$ cat src/rtl/conv_3x3_sched.sv
// ----------------------------------------------------------------------------
// conv_3x3_sched: tile/channel-group issue sequencer with credit-throttled tags
// Optional CONV_SCHED_PERF_EN adds stall counters.  Rev 1.0
// ----------------------------------------------------------------------------
`timescale 1ns/1ps
`default_nettype none

module conv_3x3_sched #(
  parameter int CG_W    = 6,
  parameter int DIM_W   = 10,
  parameter int CREDITS = 4,
  parameter int CRED_W  = 3
) (
  input  logic             clk,
  input  logic             rst,
  input  logic             start,
  input  logic [CG_W-1:0]  cfg_cin_groups,
  input  logic [DIM_W-1:0] cfg_width,
  input  logic [DIM_W-1:0] cfg_height,
  output logic             busy,
  output logic             done,
  input  logic             win_ready,
  output logic             win_take,
  output logic [DIM_W-1:0] cur_row,
  output logic [DIM_W-1:0] cur_col,
  output logic [CG_W-1:0]  cur_grp,
  output logic             conv_valid_in,
  output logic             conv_last_channel,
  input  logic             conv_data_valid,
  output logic             res_valid,
  output logic [DIM_W-1:0] res_row,
  output logic [DIM_W-1:0] res_col,
  input  logic             res_ack,
  output logic             err
`ifdef CONV_SCHED_PERF_EN
  ,
  output logic [31:0]      stall_cycles,
  output logic [31:0]      credit_stalls,
  output logic [31:0]      data_stalls
`endif
);

  localparam int PTR_W = (CREDITS > 1) ? $clog2(CREDITS) : 1;

  typedef enum logic [1:0] {IDLE, RUN, DRAIN, FIN} state_t;

  state_t             state;
  logic [CG_W-1:0]    groups_q;
  logic [DIM_W-1:0]   width_q;
  logic [DIM_W-1:0]   height_q;
  logic [CRED_W-1:0]  credits;
  logic [CRED_W-1:0]  fifo_cnt;
  logic [PTR_W-1:0]   wr_ptr;
  logic [PTR_W-1:0]   rd_ptr;
  logic [DIM_W-1:0]   tag_row [CREDITS];
  logic [DIM_W-1:0]   tag_col [CREDITS];

  logic last_grp, last_col, last_row;
  logic take, take_last, fifo_empty, pop, ack_ok, cred_full;

  assign last_grp   = (cur_grp == groups_q - CG_W'(1));
  assign last_col   = (cur_col == width_q - DIM_W'(1));
  assign last_row   = (cur_row == height_q - DIM_W'(1));
  // The final group of a pixel produces a result, so only it needs a credit.
  assign take       = (state == RUN) && win_ready && (!last_grp || (credits != '0));
  assign take_last  = take && last_grp;
  assign fifo_empty = (fifo_cnt == '0);
  assign pop        = conv_data_valid && !fifo_empty;
  assign cred_full  = (credits == CRED_W'(CREDITS));
  assign ack_ok     = res_ack && !cred_full;

  assign win_take  = take;
  assign busy      = (state != IDLE);
  assign res_valid = conv_data_valid;
  assign res_row   = fifo_empty ? '0 : tag_row[rd_ptr];
  assign res_col   = fifo_empty ? '0 : tag_col[rd_ptr];

  function automatic logic [PTR_W-1:0] ptr_inc(input logic [PTR_W-1:0] p);
    return (p == PTR_W'(CREDITS - 1)) ? '0 : p + PTR_W'(1);
  endfunction

  always_ff @(posedge clk) begin
    if (take_last) begin
      tag_row[wr_ptr] <= cur_row;
      tag_col[wr_ptr] <= cur_col;
    end
  end

  always_ff @(posedge clk or posedge rst) begin
    if (rst) begin
      credits  <= CRED_W'(CREDITS);
      fifo_cnt <= '0;
      wr_ptr   <= '0;
      rd_ptr   <= '0;
      err      <= 1'b0;
    end else begin
      case ({take_last, ack_ok})
        2'b10:   credits <= credits - CRED_W'(1);
        2'b01:   credits <= credits + CRED_W'(1);
        default: credits <= credits;
      endcase
      case ({take_last, pop})
        2'b10:   fifo_cnt <= fifo_cnt + CRED_W'(1);
        2'b01:   fifo_cnt <= fifo_cnt - CRED_W'(1);
        default: fifo_cnt <= fifo_cnt;
      endcase
      if (take_last) wr_ptr <= ptr_inc(wr_ptr);
      if (pop)       rd_ptr <= ptr_inc(rd_ptr);
      if ((conv_data_valid && fifo_empty) || (res_ack && cred_full)) err <= 1'b1;
    end
  end

  always_ff @(posedge clk or posedge rst) begin
    if (rst) begin
      state             <= IDLE;
      groups_q          <= '0;
      width_q           <= '0;
      height_q          <= '0;
      cur_row           <= '0;
      cur_col           <= '0;
      cur_grp           <= '0;
      conv_valid_in     <= 1'b0;
      conv_last_channel <= 1'b0;
      done              <= 1'b0;
    end else begin
      conv_valid_in     <= take;
      conv_last_channel <= take_last;
      done              <= 1'b0;
      case (state)
        IDLE: begin
          if (start) begin
            groups_q <= cfg_cin_groups;
            width_q  <= cfg_width;
            height_q <= cfg_height;
            cur_row  <= '0;
            cur_col  <= '0;
            cur_grp  <= '0;
            if ((cfg_cin_groups == '0) || (cfg_width == '0) || (cfg_height == '0))
              state <= FIN;
            else
              state <= RUN;
          end
        end
        RUN: begin
          if (take) begin
            if (!last_grp) begin
              cur_grp <= cur_grp + CG_W'(1);
            end else begin
              cur_grp <= '0;
              if (!last_col) begin
                cur_col <= cur_col + DIM_W'(1);
              end else begin
                cur_col <= '0;
                if (!last_row) begin
                  cur_row <= cur_row + DIM_W'(1);
                end else begin
                  cur_row <= '0;
                  state   <= DRAIN;
                end
              end
            end
          end
        end
        DRAIN: begin
          if (fifo_empty) state <= FIN;
        end
        FIN: begin
          done  <= 1'b1;
          state <= IDLE;
        end
        default: state <= IDLE;
      endcase
    end
  end

`ifdef CONV_SCHED_PERF_EN
  always_ff @(posedge clk or posedge rst) begin
    if (rst) begin
      stall_cycles  <= '0;
      credit_stalls <= '0;
      data_stalls   <= '0;
    end else if ((state == IDLE) && start) begin
      stall_cycles  <= '0;
      credit_stalls <= '0;
      data_stalls   <= '0;
    end else if ((state == RUN) && !take) begin
      stall_cycles <= stall_cycles + 32'd1;
      if (win_ready) credit_stalls <= credit_stalls + 32'd1;
      else           data_stalls   <= data_stalls + 32'd1;
    end
  end
`endif

endmodule

`default_nettype wire

$ cat config.mk
export PLATFORM = sky130hd
export DESIGN_NAME = conv_3x3_sched
export DESIGN_NICKNAME = d
export VERILOG_FILES = /design/src/rtl/conv_3x3_sched.sv
export SDC_FILE = /design/constraint.sdc
export NUM_CORES = 1
export LEC_CHECK = 0
export CAP_MARGIN = 30
export CORE_UTILIZATION = 60
export DETAILED_ROUTE_END_ITERATION = 16
export PLACE_DENSITY_LB_ADDON = 0.1
export SLEW_MARGIN = 20
export SYNTH_ARGS = -nofsm -noshare
export SYNTH_HDL_FRONTEND = slang
export SYNTH_SLANG_ARGS = --single-unit
export TNS_END_PERCENT = 5
$ cat constraint.sdc
create_clock -name clk -period 5.53 [get_ports clk]
set_input_delay 1.106 -clock clk [delete_from_list [all_inputs] [get_ports clk]]
set_output_delay 1.106 -clock clk [all_outputs]
set_load 0.02 [all_outputs]
# == After elaboration in Yosys (flattened, before gate mapping) ==
# Memory sizes are Yosys's and may differ from the RTL's.
# Cells that the tools add are included.
# word_totals
wordCells,108
mem_count,2
ff_bits,68
ram_bits,80
in_bits,32
# classes
n_addsub,12
eq_ne,19
n_mux,31
reduce_logical,29
# mem_list
name,words,width,read_ports,rd_ports_with_merged_regs,wr,line_no,rtl
tag_col,4,10,1,0,1,56,logic [DIM_W-1:0] tag_col [CREDITS];
tag_row,4,10,1,0,1,55,logic [DIM_W-1:0] tag_row [CREDITS];
# ops
op,n
2-to-1 mux 10 bit,10
case mux 10 bit (2 select lines),2
adder 10 x 1 -> 10 bit (second input constant),2
equality test 10 bit,2
logical NOT 10 bit,2
subtractor 10 x 1 -> 10 bit (second input constant),2
2-to-1 mux 2 bit,9
2-to-1 mux 6 bit,3
equality test 2 bit (second input constant),6
!= test 2 bit (second input constant),6
case mux 3 bit (2 select lines),2
case mux 6 bit (2 select lines),1
case mux 2 bit (4 select lines),1
nonzero test 2 bit,4
logical AND 1 bit,7
adder 3 x 1 -> 3 bit (second input constant),2
adder 6 x 1 -> 6 bit (second input constant),1
equality test 2 x 1 -> 1 bit (second input constant),3
equality test 6 bit,1
logical NOT 6 bit,1
AND reduction 6 bit,1
subtractor 3 x 1 -> 3 bit (second input constant),2
subtractor 6 x 1 -> 6 bit (second input constant),1
AND reduction 5 bit,1
other kinds (11),19

# == Longest topological paths before layout ==
# Gate-level depths: netlist (run 1).
# logic_depth
depth_word,8
depth_mapped,16
mapped_depth_nobuf,16

# == Worst setup path after synthesis (run 1) ==
# OpenSTA, ideal clock, no wires.
# synth_timing
path_kind,flip-flop to flip-flop
start,register groups_q[0]
end,register credits[2]
setup_slack_ns,2.316
synth_period_minus_slack_ns,3.214
required_ns,5.455
path_buffers,0
t_arrival_ns,3.139
path_stages_with_launch,17
cell_sequence,dfrtp_1 inv_1 ha_1 and2_1 o21a_1 o31a_1 or3_1 o21a_1 nand2_1 nor2_1 inv_1 ha_1 inv_1 fa_1 xor2_1 nor2_1 xor2_1
# synth_via
elab_chain_cells,8
elab_cells_between_ends,10
cone_classes,1 x add/sub; 3 x eq/ne; 1 x mux; 5 x reduce/logical
# synth_lines
element,line_no,rtl
start: declaration,48,logic [CG_W-1:0] groups_q;
start signal: assignment,132,groups_q <= cfg_cin_groups;
subtractor 6 x 1 -> 6 bit (*),61,assign last_grp = (cur_grp == groups_q - CG_W'(1));
equality test 6 bit (*),61,
logical NOT 1 bit,n/a,
logical OR 1 bit,65,assign take = (state == RUN) && win_ready && (!last_grp || (credits != '0));
logical AND 1 bit,65,
logical AND 1 bit (*),66,assign take_last = take && last_grp;
named net take_last,59,"logic take, take_last, fifo_empty, pop, ack_ok, cred_full;"
equality test 2 x 1 -> 1 bit or equality test 2 bit (tied branches),97,"case ({take_last, ack_ok})"
case mux 3 bit (2 select lines) or nonzero test 2 bit (tied branches),n/a,
end signal: assignment,98,2'b10: credits <= credits - CRED_W'(1);
end signal: assignment,99,2'b01: credits <= credits + CRED_W'(1);
end signal: assignment,100,default: credits <= credits;
end: declaration,51,logic [CRED_W-1:0] credits;
# The timed path passes the listed nets; every way through them passes the cells marked *.
# A chain may end at the register's enable or synchronous reset.

# == Final worst setup path (run 1) ==
# layout_timing
start,register groups_q[0]
end,output port win_take
# layout_via
elab_chain_cells,5
# layout_lines
element,line_no,rtl
subtractor 6 x 1 -> 6 bit,61,
equality test 6 bit,61,
logical NOT 1 bit,n/a,
logical OR 1 bit,65,
logical AND 1 bit,65,
end: declaration,23,"output logic win_take,"
# Every way passes these cells.

==> out/qor.csv, run 1 <==
metric,value,unit
Top Ports,85,
routed len/inst,17.96,microns
root buffer cell,clkbuf_16,
Sink Count,148,
Max clock buf depth,2,
Clk pwr share,26.0,%
detailed-route via count,4640,
RSZ-0062 raised after global routing,no,
"Period Utilization, post-route",77.45,%
Iter 0 DRT Violations,273,
Port Buffers,84,
Initial Util,62.06,%
Max VDD drop,0.3377,mV
overflow left after global routing,0,
die width,110.9,microns
Post-Syn Area per Cell,13.33,sq um
MaxCap Viol Count,0,
worst-path fanout max,6,
"Hold Vio Cnt, Final",0,
CTS clock-pin slew for the worst setup and hold paths,60,ps
cell count after synthesis,534,
"Seq/Total Area, Yosys",57.68,%
Leak,3.342,nW
global-route wire length before repair,23680,microns
CTS H-tree lvls,4,
largest cells by area after synthesis,"edfxtp_1 (34%), dfrtp_1 (24%), mux4_2 (6.3%)",
syn nets,586,
initial antenna violation count,0,
Main synth FF type,edfxtp_1,
# fillers,707,
crit path time final,4283,ps
setup bufs post-CTS,0,
Crit path required time,4420,ps
"Cell Area, Synth",7117,sq um
Setup TNS,0,ps
DRT antenna net count,0,
worst hold slack,513.7,ps
NetSw,0.001512,W
number of global-route vias before repair,4773,
sequential power share,36.7,%
Post-CTS Hold Fix Bufs,0,
Hold Crit Class,register to register,
post-route cell area,8777,sq um
area of the core,11470,sq um
critical path endpoint category,output pin,
Ys Warns,0,
status,finished clean,
DRC violations left,0,
clk_lat worst skew,420,ps
power per standard cell area,502.7,nW/um^2
FMAX,233.5,MHz
Setup CP Type,register to output pin,
DP HPWL,9666,microns
cts repair resizes,0,
Synth area leader,edfxtp_1,
Synth top area share,33.76,%
internal power,0.002900,W
Max-Slew Margin vs Limit,39.39,%
gpl congestion,0.8472,
row count,39,
Die Ht,110.9,microns
Sw Share,34.28,%
gr usage total,24.85,%
CTS tree,built,
Worst-Margin Slew,909.2,ps
P&R area growth vs syn,23.33,%
Ant. Diodes,0,
Final setup viols,0,
share of synthesized flip-flops with an asynchronous set or reset,45.95,%
Clock Skew,5.709,ps
overall power,0.004412,W
Comb power frac,37.3,%
DP Area,8123,sq um
"flops & latches, synth",148,
Worst setup SP type,register,
Vias/cell,5.881,
TritonCTS Buffers,17,
Post-synth EDFFs,80,
Final Max Tran Viols,0,
die area,12300,sq um
layout cell share with drive strength beyond 1,15.63,%
pin count of the biggest net entering global routing,38,
DR pass1 iterations,5,
DRT Wirelength,14170,microns
Netlist cell types,60,
NumNets Final,685,
CP arrival,3180,ps
[cell usage after synthesis, types with 3 or more instances]
cell type	count
or3_1	4
and2_1	5
ha_1	18
buf_1	3
o21ai_0	15
clkbuf_1	8
o31ai_1	7
edfxtp_1	80
nand3b_1	4
a21o_1	4
nand2b_1	5
o21ai_1	6
nor4_1	6
o2bb2ai_1	3
mux2i_1	5
nand3_1	12
or4_1	4
nor3b_1	3
nor3_1	18
inv_1	28
and3_1	5
mux4_2	20
dfrtp_1	67
o21a_1	4
xnor2_1	18
nor2_1	26
nand4_1	6
a22o_1	6
nand2_1	23
mux2_2	30
o211ai_1	3
a21oi_1	9
nor2b_1	23
xor2_1	22
[worst paths after layout]
path | to | slack [ps] | from | depth (start not counted)
setup / recovery | win_take | 1250 | groups_q[0] | 10
hold / removal | err | 510 | err | 2
setup reg to reg | credits[2] | 1930 | groups_q[0] | 16
hold reg to reg | err | 510 | err | 2
max in group asynchronous | credits[2] | 3400 | rst | 3
min in group asynchronous | height_q[4] | 1150 | rst | 2
[stage by stage]
stage                     util [%]  setup slack, ps  cells
final                        76.54             1247    789
after global routing         76.54             1113    789
after CTS                    76.08             1254    785
after detailed placement     70.83             1711    753
after global placement       70.83             1774    753
after floorplan                  -             2316    534
[registers in the layout, summed over array words and instances, names as in the netlist, 3 cells and up]
register,flops
tag_col,40
tag_row,40
cur_col,10
cur_row,10
height_q,10
width_q,10
cur_grp,6
groups_q,6
credits,3
fifo_cnt,3
[routing by layer]
metal	vias up	global-route usage [%]	wire, microns
met3	23	5.522	581
met4	0	9.067	264
met2	118	40.79	7003
met5	-	0	0
li1	2201	-	-
met1	2298	32.71	6325
[power by group through the flow]
stage	clock network [W]	registers [W]	logic, W
finish	0.00115	0.00162	0.00165
floorplan	0	0.00155	0.00119
global placement	0	0.00162	0.00159
detailed placement	0	0.00164	0.00164
CTS	0.00116	0.00162	0.00166
global route	0.00121	0.00165	0.00180
[layout make-up]
class	instances	area, sq um	area share, %
Clock buffer	21	480.5	5.474
Clock inverter	11	121.4	1.383
Inverter	28	105.1	1.197
Multi-Input combinational cell	346	2863	32.62
Sequential cell	148	4105	46.77
Tap cell	143	178.9	2.038
Timing Repair Buffer	92	923.4	10.52
[cells in the final DEF (no fill, tap or decap), types with 20 or more instances in the layout]
| master | Yosys | routed |
|---|---|---|
| clkdlybuf4s50_1 | 0 | 84 |
| xor2_1 | 22 | 22 |
| nand2_1 | 23 | 23 |
| inv_1 | 28 | 27 |
| nor2_1 | 26 | 26 |
| mux2_2 | 30 | 30 |
| dfrtp_1 | 67 | 67 |
| nor2b_1 | 23 | 23 |
| edfxtp_1 | 80 | 80 |
| mux4_2 | 20 | 20 |
[critical path, stage by stage, from the launching register on]
cell and delay (ps):
dfrtp_1 420, inv_1 60, ha_1 200, and2_1 180
o21a_1 180, o31a_1 280, or3_1 470, o21a_1 220
nand2_1 130, inv_1 70, clkdlybuf4s50_1 540
[cell families after synthesis]
kind of cell	count (synthesis)	synth area share, %
simple gates	153	11.87
flops	148	57.68
compound gates	77	7.648
mux	56	11.99
xor+xnor	40	4.923
buf+inv	40	2.162
fa+ha+maj	20	3.727
Note: power is estimated with default switching activity, not from simulation.
==> run 2, diff against run 1 <==
Settings changed: CORE_UTILIZATION 60 to 51.
Clock period 5.53 ns to 3.7 ns, I/O delays scaled along.
==> run 2 against run 1 <==
  * Critical path depth did not move
  * Clock-buffer cell count down 3
  * Largest power group unchanged
  * Combinational power rose by 57%
  * Register-to-register slack worse by 1700 ps
  * Global-route usage fell by 3.0 points
  * Wire length up 0.97%
  * Utilization fell by 10 points
==> out/qor.csv, run 2 (synthesis gave the netlist of run 1 again) <==
metric,value,unit,change
status,finished clean,,
worst-case reg-to-reg path depth,16,,unchanged
worst-path fanout max,6,,unchanged
pin count of the biggest net entering global routing,44,,+16%
Worst path max stage delay,440,ps,-100 ps
DRT Wirelength,14310,microns,+0.97%
P&R area growth vs syn,24.81,%,
top flop regs,"tag_col (40), tag_row (40)",,
RSZ-0062 raised after global routing,no,,
die width,120.1,microns,+8.3%
R2R setup slack,280,ps,-1650 ps
worst flop-to-flop path endpoint,credits[2],,
CP arrival,2730,ps,-450 ps
CTS H-tree lvls,4,,unchanged
Port Buffers,84,,unchanged
Hold Crit Endpoint,fifo_cnt[2],,
routed len/inst,17.26,microns,-3.9%
Hold Path Cell Cnt,1,,-1
area occupied by registers,4105,sq um,unchanged
Die Ht,120.1,microns,+8.3%
DRC violations left,0,,unchanged
"Period Utilization, post-route",93.79,%,
NumNets Final,693,,+1.2%
met2 routed WL,6987,microns,-0.23%
root buffer cell,clkbuf_16,,
most frequent cells in the layout,"clkdlybuf4s50_1 (83), edfxtp_1 (80), dfrtp_1 (67), mux2_2 (30), inv_1 (27)",,
Routed met1 length,6583,microns,+4.1%
Max-Slew Margin vs Limit,52.69,%,+13 points
Clock Skew,8.652,ps,+2.943 ps
CP max-delay cell,or3_4,,
Final setup viols,0,,unchanged
global-route wire length before repair,24010,microns,+1.4%
gr usage total,21.85,%,-3.0 points
overflow left after global routing,0,,unchanged
met3 wire len,499,microns,-14%
Initial Util,53.11,%,-9.0 points
Setup CP Type,register to output pin,,
most frequent standard cell in the layout excluding fill and tap cells,clkdlybuf4s50_1,,
clk_lat worst skew,420,ps,about the same
number of global-route vias before repair,4799,,+0.54%
# fillers,1008,,+43%
crit path time final,3470,ps,
Crit Reg-Reg Startpoint,groups_q[0],,
gpl congestion,0.8029,,-5.2%
TritonCTS Buffers,17,,unchanged
DR pass1 iterations,4,,-1
detailed-route via count,4666,,+0.56%
Sink Count,148,,unchanged
area of the core,13400,sq um,+17%
CTS tree,built,,
DP HPWL,9888,microns,+2.3%
area occupied by multi-input gates,2873,sq um,+0.35%
layout cell share with drive strength beyond 1,17.00,%,+1.4 points
Ant. Diodes,0,,unchanged
critical path endpoint category,output pin,,
DP Area,8247,sq um,+1.5%
"Hold Vio Cnt, Final",0,,unchanged
FMAX,288.2,MHz,
worst hold slack,487.4,ps,-26.26 ps
power per standard cell area,755.7,nW/um^2,+50%
Hold Crit Class,register to register,,
top routing layer in use,met4,,
DRT antenna net count,0,,unchanged
Top Ports,85,,unchanged
Max clock buf depth,2,,unchanged
initial antenna violation count,0,,unchanged
Crit path required time,2960,ps,-1460 ps
die area,14430,sq um,+17%
Final Max Tran Viols,0,,unchanged
MaxCap Viol Count,0,,unchanged
Max VDD drop,0.4272,mV,+27%
Worst-Margin Slew,699.8,ps,-209.4 ps
Vias/cell,5.628,,-4.3%
row count,42,,+7.7%
CTS clock-pin slew for the worst setup and hold paths,60,ps,about the same
Worst setup SP type,register,,
post-route cell area,8882,sq um,+1.2%
cell chain of the critical path,inv_1 > ha_1 > and2_1 > o21a_1 > o31a_1 > or3_4 > o21a_1 > nand2_2 > inv_1 > clkbuf_2,,
Iter 0 DRT Violations,326,,+19%
Setup TNS,0,ps,unchanged
Leak,3.390,nW,+1.4%
min-delay src,fifo_cnt[2],,
## run 2: worst max-delay path by stage
stage                       endpoint   startpoint  slack (ps)
after CTS                   win_take  groups_q[0]          50
after global placement    credits[2]  groups_q[0]         300
final                       win_take  groups_q[0]         230
after floorplan           credits[2]  groups_q[0]         490
after global routing      credits[2]  groups_q[0]          30
after detailed placement  credits[2]  groups_q[0]         160
## run 2: through the flow
step | util, % | cells | worst slack [ps] | power [W]
floorplan | - | 534 | 486.3 | 0.004088
global placement | 61.54 | 797 | 303.0 | 0.004878
detailed placement | 61.54 | 797 | 158.9 | 0.004960
CTS | 66.13 | 828 | 53.22 | 0.006753
global route | 66.28 | 829 | 33.75 | 0.007106
finish | 66.28 | 829 | 229.9 | 0.006712
## run 2: routing by layer
layer  vias to the layer above  track usage (%)
li1                       2214                -
met1                      2324            29.18
met2                       107            35.24
met3                        21            4.183
met4                         0            8.750
met5                         -                0
## run 2: layout make-up
type                       count  share of cell area [%]
clock inverter                13                   2.043
inverter                      28                   1.183
multi-input combinational    346                   32.34
timing repair buffer         100                   10.90
tap                          176                   2.479
sequential                   148                   46.22
clock buffer                  18                   4.832
## run 2: repair_timing
| item | CTS | global route |
|---|---|---|
| setup endpoints to repair | 1 | 4 |
| setup buffers | 0 | 0 |
| resized for setup | 2 | 4 |
| hold buffers | 0 | 0 |
## run 2: worst max-delay path, delay by kind of cell (launching register included)
kind	cells	cell delay (ps)
fa+ha+maj	1	200
simple gates	3	730
flops	1	410
compound gates	3	670
buf+inv	3	290
## run 2: report_power, final
group          leakage [nW]  switching [W]  total [W]  internal, W
clock                 0.298       0.000654    0.00178      0.00112
sequential             1.55       0.000339    0.00235      0.00201
combinational          1.54        0.00129    0.00259      0.00130
total                  3.39        0.00228    0.00671      0.00443
